## src/rtl/mpu_load_stream.sv

```systemverilog
// mpu_load_stream: takes a row-major matrix as a valid/ready stream of
// LANES-element beats and writes it into a matrix register, one element
// per cycle, with explicit row/column indices.
// Ports: clk, rst (async, active high); en + matrix_m_size/matrix_n_size/
//   load_addr start a load; in_valid/in_ready/in_elements carry beats
//   (lane 0 = earliest); busy/ack/error report status; reg_* drive the
//   register-file write port and the latched size/address.
// Optional: define MPU_LOAD_TRANSPOSE_EN to add the transpose input.
module mpu_load_stream #(
  parameter int FP     = 32,
  parameter int M      = 4,
  parameter int N      = 4,
  parameter int LANES  = 2,
  parameter int REGS   = 8,
  parameter int MBITS  = $clog2(M),
  parameter int NBITS  = $clog2(N),
  parameter int ADDR_W = $clog2(REGS)
) (
  input  logic                  clk,
  input  logic                  rst,
  input  logic                  en,
  input  logic [MBITS:0]        matrix_m_size,
  input  logic [NBITS:0]        matrix_n_size,
  input  logic [ADDR_W-1:0]     load_addr,
`ifdef MPU_LOAD_TRANSPOSE_EN
  input  logic                  transpose,
`endif
  input  logic                  in_valid,
  output logic                  in_ready,
  input  logic [LANES*FP-1:0]   in_elements,
  output logic                  busy,
  output logic                  ack,
  output logic                  error,
  output logic                  reg_write_en,
  output logic [ADDR_W-1:0]     reg_load_addr,
  output logic [FP-1:0]         reg_element_out,
  output logic [MBITS-1:0]      reg_i,
  output logic [NBITS-1:0]      reg_j,
  output logic [MBITS:0]        reg_m_out,
  output logic [NBITS:0]        reg_n_out
);

  localparam int CW = (MBITS > NBITS) ? MBITS : NBITS;
  localparam int TW = MBITS + NBITS + 2;
  localparam int LW = (LANES > 1) ? $clog2(LANES) : 1;

  typedef enum logic [1:0] {
    IDLE, FILL, DRAIN, DONE
  } state_t;

  state_t state_q, state_d;

  logic [MBITS:0]       m_q;
  logic [NBITS:0]       n_q;
  logic [ADDR_W-1:0]    addr_q;
  logic [CW-1:0]        i_q, j_q;
  logic [TW-1:0]        k_q, total;
  logic [LW-1:0]        lane_q;
  logic [LANES*FP-1:0]  buf_q;
  logic                 error_q;
  logic                 tr_q, start_tr;
  logic                 start_bad, start_ok;
  logic                 accept, last_el, last_lane, j_wrap;

`ifdef MPU_LOAD_TRANSPOSE_EN
  assign start_tr = transpose;

  always_ff @(posedge clk or posedge rst) begin
    if (rst)
      tr_q <= 1'b0;
    else if (start_ok)
      tr_q <= start_tr;
  end
`else
  assign start_tr = 1'b0;
  assign tr_q     = 1'b0;
`endif

  // A transposed load lands as n x m, so the bounds swap.
  always_comb begin
    start_bad = (matrix_m_size == '0) || (matrix_n_size == '0) ||
                (32'(load_addr) >= REGS);
    if (start_tr)
      start_bad = start_bad || (32'(matrix_n_size) > M) ||
                  (32'(matrix_m_size) > N);
    else
      start_bad = start_bad || (32'(matrix_m_size) > M) ||
                  (32'(matrix_n_size) > N);
  end

  assign start_ok  = (state_q == IDLE) && en && !start_bad;
  assign total     = TW'(m_q) * TW'(n_q);
  assign last_el   = (k_q == total - TW'(1));
  assign last_lane = (lane_q == LW'(LANES - 1));
  assign j_wrap    = (32'(j_q) + 1) == 32'(n_q);
  assign accept    = in_valid && in_ready;

  always_ff @(posedge clk or posedge rst) begin
    if (rst)
      state_q <= IDLE;
    else
      state_q <= state_d;
  end

  always_comb begin
    state_d = state_q;
    unique case (state_q)
      IDLE:  if (start_ok) state_d = FILL;
      FILL:  if (accept) state_d = DRAIN;
      DRAIN: begin
        if (last_el)
          state_d = DONE;
        else if (last_lane && !accept)
          state_d = FILL;
      end
      DONE:  state_d = IDLE;
    endcase
  end

  // The last lane of a non-final beat can take the next beat directly,
  // keeping writes gapless.
  always_comb begin
    in_ready     = 1'b0;
    busy         = 1'b0;
    ack          = 1'b0;
    reg_write_en = 1'b0;
    unique case (state_q)
      IDLE:  ;
      FILL: begin
        in_ready = 1'b1;
        busy     = 1'b1;
      end
      DRAIN: begin
        in_ready     = last_lane && !last_el;
        busy         = 1'b1;
        reg_write_en = 1'b1;
      end
      DONE:  ack = 1'b1;
    endcase
  end

  always_ff @(posedge clk or posedge rst) begin
    if (rst) begin
      m_q     <= '0;
      n_q     <= '0;
      addr_q  <= '0;
      i_q     <= '0;
      j_q     <= '0;
      k_q     <= '0;
      lane_q  <= '0;
      buf_q   <= '0;
      error_q <= 1'b0;
    end else begin
      error_q <= (state_q == IDLE) && en && start_bad;
      if (start_ok) begin
        m_q    <= matrix_m_size;
        n_q    <= matrix_n_size;
        addr_q <= load_addr;
        i_q    <= '0;
        j_q    <= '0;
        k_q    <= '0;
      end
      if (accept) begin
        buf_q  <= in_elements;
        lane_q <= '0;
      end else if (state_q == DRAIN && !last_lane) begin
        lane_q <= lane_q + LW'(1);
      end
      if (state_q == DRAIN) begin
        k_q <= k_q + TW'(1);
        if (j_wrap) begin
          j_q <= '0;
          i_q <= i_q + CW'(1);
        end else begin
          j_q <= j_q + CW'(1);
        end
      end
    end
  end

  assign error           = error_q;
  assign reg_load_addr   = addr_q;
  assign reg_element_out = buf_q[int'(lane_q)*FP +: FP];
  assign reg_i           = tr_q ? MBITS'(j_q) : MBITS'(i_q);
  assign reg_j           = tr_q ? NBITS'(i_q) : NBITS'(j_q);
  assign reg_m_out       = tr_q ? (MBITS+1)'(n_q) : m_q;
  assign reg_n_out       = tr_q ? (NBITS+1)'(m_q) : n_q;

endmodule
```

## config.mk

```make
export PLATFORM = sky130hd
export DESIGN_NAME = mpu_load_stream
export DESIGN_NICKNAME = d
export VERILOG_FILES = /design/src/rtl/mpu_load_stream.sv
export SDC_FILE = /design/constraint.sdc
export NUM_CORES = 1
export LEC_CHECK = 0
export ABC_AREA = 1
export BUFFER_PORTS_ARGS = -buffer_cell sky130_fd_sc_hd__buf_2
export CORE_ASPECT_RATIO = 1.2
export CORE_MARGIN = 10
export CORE_UTILIZATION = 56
export CTS_CLUSTER_SIZE = 40
export DETAILED_ROUTE_END_ITERATION = 10
export HOLD_SLACK_MARGIN = 0.02
export MAX_ROUTING_LAYER = met4
export PLACE_DENSITY = 0.92
export SLEW_MARGIN = 20
export SYNTH_ARGS = -nofsm -noshare
export SYNTH_HDL_FRONTEND = slang
export SYNTH_SLANG_ARGS = --single-unit
```

## constraint.sdc

```tcl
create_clock -name clk -period 7.35 [get_ports clk]
set_input_delay 1.47 -clock clk [delete_from_list [all_inputs] [get_ports clk]]
set_output_delay 1.47 -clock clk [all_outputs]
set_load 0.05 [all_outputs]
```

Yosys cells after proc, flatten, opt, wreduce, memory -nomap -nowiden. Index checks and enable logic that the tools add are counted. Widths: inputs -> output; s select.

Register bits after elaboration: 87. Input bits: 77.

$mul: 1. Shift-type cells: 1. Add/subtract/negate cells: 6. Eq/ne operators: 8. Magnitude comparators: 2. Reduce and logical (&&, ||, !) cells: 21. Mux-type cells: 19.

Operators by type and width (count): $shiftx 64x7->32 (1); $mux 2 (10); $mux 6 (2); $pmux 2 s4 (1); $logic_and 1x1->1 (7); $add 6x1->6 const B (1); $eq 6x6->1 (1); $gt 3x3->1 const B (2); $logic_not 3->1 (2); $mul 3x3->6 (1); $sub 6x1->6 const B (1); $mux 1 (5); $add 2x1->2 const B (2); $eq 2x2->1 const B (2); $logic_not 1->1 (4); $ne 2x2->1 const B (2); $reduce_bool 2->1 (2); $add 2x1->3 const B (1); $eq 3x3->1 (1); $logic_or 1x1->1 (3); $ne 3x3->1 const B (1); $reduce_and 3->1 (1); $eq 2x1->1 const B (1); $logic_not 2->1 (1); other kinds (3) (3).

Depth between registers and ports, before layout.
Word-level depth: 12. Mapped depth: 21. Depth with buffers taken out: 21.

Worst setup path before layout. OpenSTA, ideal clock, no wires.

Kind: register to output. Start: reg n_q[2], in the netlist reg_n_out[2]. End: out in_ready. Buffers on the path: 0. Required time: 5880 ps. Arrival time: 3073 ps. Setup slack: 2807 ps. Cell stages (with the launch flop): 14. Path through: dfrtp_1 -> nand2_1 -> ha_1 -> fa_1 -> fa_1 -> inv_1 -> nand2_1 -> nand2_1 -> nand3_2 -> nor2_2 -> nand3_2 -> nand3_1 -> nand2_2 -> and2_1.

Cells in the longest elaborated chain, start to end: 6.

Ends and longest elaborated chain: start, declared (RTL line 54) `logic [NBITS:0] n_q;`; start signal, assigned (RTL line 157) `n_q <= matrix_n_size;`; $mul 3x3->6 (RTL line 92) `assign total = TW'(m_q) * TW'(n_q);`; $sub 6x1->6 (RTL line 93) `assign last_el = (k_q == total - TW'(1));`; $eq 6x6->1 (RTL line 93); $logic_not 1->1 (RTL line 134) `in_ready = last_lane && !last_el;`; $logic_and 1x1->1 (RTL line 134); $pmux 1 s2 (RTL line 127) `unique case (state_q)`; end, declared (RTL line 29) `output logic in_ready,`.

No other way between the ends.

Worst setup path after layout.
Start: reg n_q[1], in the netlist reg_n_out[1]. End: out in_ready.

Same word-level chain as after synthesis.

==> run_results.csv <==
group,metric,value,unit
place,portBuffers,126,
sta,fmax,212,MHz
clock_tree,clkTransAtPathRegs,90,ps
synthesis,ys_seq_area_share,48.8,%
layout,antenna_cells,0,
routing,num_vias,3841,
setup_path,path_class,"flip-flop to output port",
clock_tree,cts_root_buf,"clkbuf_8",
place,dp_hpwl,8040,um
floorplan,core-area,7710,um^2
synthesis,synth_area_leader_cell,"dfrtp_1",
layout,fin_nets,741,
status,status,"completed",
floorplan,start_util,57.9,%
clock_tree,cts_setup_buffers,0,
flow_run,maxCapViolations,0,
sta,setup_viol,0,
routing,ant_nets,0,
floorplan,ioPinCount,127,
setup_path,required,5880,ps
synthesis,syn_avg_cell_area,8.43,um^2
synthesis,netlist_top_cells_area,"dfrtp_1 49%, nand2_1 16%, o21ai_0 5.2%, inv_1 5.0%, ha_1 4.2%",
grt,grt_pass1_vias,4035,
setup_path,worst_ep_arrival_time,3250,ps
clock_tree,hold_buffers,0,
grt,grt_max_degree,88,
floorplan,dieArea,12000,um^2
synthesis,ys_ff_latch,87,
sta,relSlewSlack,36.3,%
hold_path,hold_class,"flip-flop to flip-flop",
routing,routed_via_density,5.16,
sta,tightest_slew,956,ps
floorplan,rows,35,
layout,layout_commonest_cell,"nand2_1",
setup_path,timing.critical_path.fanout_max,6,
sta,worst_hold_slack,480,ps
synthesis,ys_warn_count,0,
clock_tree,clk_latency,360,ps
layout,n_fill_cell,611,
routing,drtIter0Drc,175,
layout,layout_common_cells,"196 x nand2_1, 126 x buf_2, 86 x dfrtp_1",
sta,finalWorstPathRequiredPeriod,4720,ps
clock_tree,numCtsBuffers,9,
sta,min_period_over_period,64.2,%
grt,track_usage,19.3,%
floorplan,die_h,118,um
synthesis,synthesis.area,4470,um^2
layout,drive_above_1_share,31.0,%
setup_path,crit_path_end_kind,"output port",
floorplan,chipWidth,102,um
sta,clock_skew,10.2,ps
layout,synthToLayoutAreaGrowth,18.6,%
clock_tree,cts_htree_levels,3,
place,place_congestion,0.850,
sta,finalSetupTns,0,ps
synthesis,ys_types,33,
synthesis,syn_nets,624,
routing,wl_per_cell,14.7,um
grt,gr-total-overflow,0,
clock_tree,cts_tree,"built",
routing,routed_wl,11000,um
sta,drv_slew,0,
sta,rsz0062_at_grt,"false",
synthesis,yosysTopAreaCellShare,48.8,%
grt,antenna_found_initial,0,
clock_tree,clockBufferDepth,2,
clock_tree,clock-sinks,87,
setup_path,start_kind,"flip-flop",
routing,dr.pass1.iters,5,
synthesis,postSynthCellCount,530,
grt,grt_pass1_wl,18500,um
clock_tree,cts_resized,0,
routing,drc,0,
sta,hold_viol_final,0,
[final cells by class]
type / count / area, um^2 / share of cell area [%]
clock buffer: 9 / 124 / 2.34
timing repair buffer: 128 / 649 / 12.3
inverter: 60 / 228 / 4.30
tap: 92 / 115 / 2.17
multi-input combinational: 361 / 1930 / 36.4
sequential: 87 / 2180 / 41.1
clock inverter: 7 / 72.6 / 1.37
[layer usage]
metal	track usage [%]	vias up	wire [um]
met2	31.1	127	5570
met5	-	-	0
met4	7.94	0	244
li1	-	1888	-
met3	3.46	21	553
met1	23.1	1805	4580
[path summary, 6_finish.rpt]
kind	from	depth (start not counted)	end	slack (ps)
setup / recovery	reg_n_out[1]$_DFFE_PP0P_	15	in_ready	2630
setup reg to reg	reg_n_out[1]$_DFFE_PP0P_	18	buf_q[27]$_DFFE_PP0P_	2910
hold reg to reg	reg_i[1]$_DFF_PP0_	1	reg_i[1]$_DFF_PP0_	480
hold / removal	reg_i[1]$_DFF_PP0_	1	reg_i[1]$_DFF_PP0_	480
max in group asynchronous	rst	3	lane_q$_DFFE_PP0P_	5460
min in group asynchronous	rst	3	buf_q[15]$_DFFE_PP0P_	1290
[stage by stage]
stage	cell area, um^2	util [%]	setup slack, ps	std cells
global placement	5100	66.1	3090	728
floorplan	4470	-	2810	530
detailed placement	5100	66.1	2930	728
finish	5300	68.7	2630	744
CTS	5290	68.7	2610	744
global route	5300	68.7	2390	744
[worst max-delay path, cell delays in order, from the launching register on]
cell     delay, ps
dfrtp_1        470
nand2_1         90
ha_1           300
fa_1           520
fa_1           460
inv_1           70
nand2_1         80
nand2_1         80
nand2_1         50
nand2_1         50
nand2_1         60
nand3_2         80
nand3_1         80
nand2_2        140
and2_1         120
buf_2          260
[registers in the layout, summed over array words and instances (netlist names)]
| name | flops |
|---|---|
| reg_i | 2 |
| state_q | 2 |
| reg_j | 2 |
| reg_n_out | 3 |
| buf_q | 64 |
| k_q | 6 |
| lane_q | 1 |
| error | 1 |
| reg_load_addr | 3 |
| reg_m_out | 3 |
[kinds of logic after synthesis]
logic type	synth area share [%]
AND/OR/NAND/NOR	23.5
flip-flops	48.8
buffers and inverters	8.01
AO/OA/AOI/OAI	10.7
adder cells (fa/ha/maj)	5.10
XOR/XNOR	1.77
multiplexers	2.21
[Yosys cell counts (all sizes together)]
library cell / count
mux2: 7
xnor2: 4
and2: 1
nor2: 9
xor2: 5
a32o: 1
ha: 15
inv: 60
clkbuf: 6
nand2: 218
a21oi: 8
or2: 3
o21ai: 66
mux2i: 2
a22o: 1
fa: 2
dfrtp: 87
nand3: 16
nand4: 1
buf: 16
o32ai: 1
nor3: 1
Power is not shown: default switching activity piles up to over one toggle a cycle in this logic, so the estimate is an artifact.
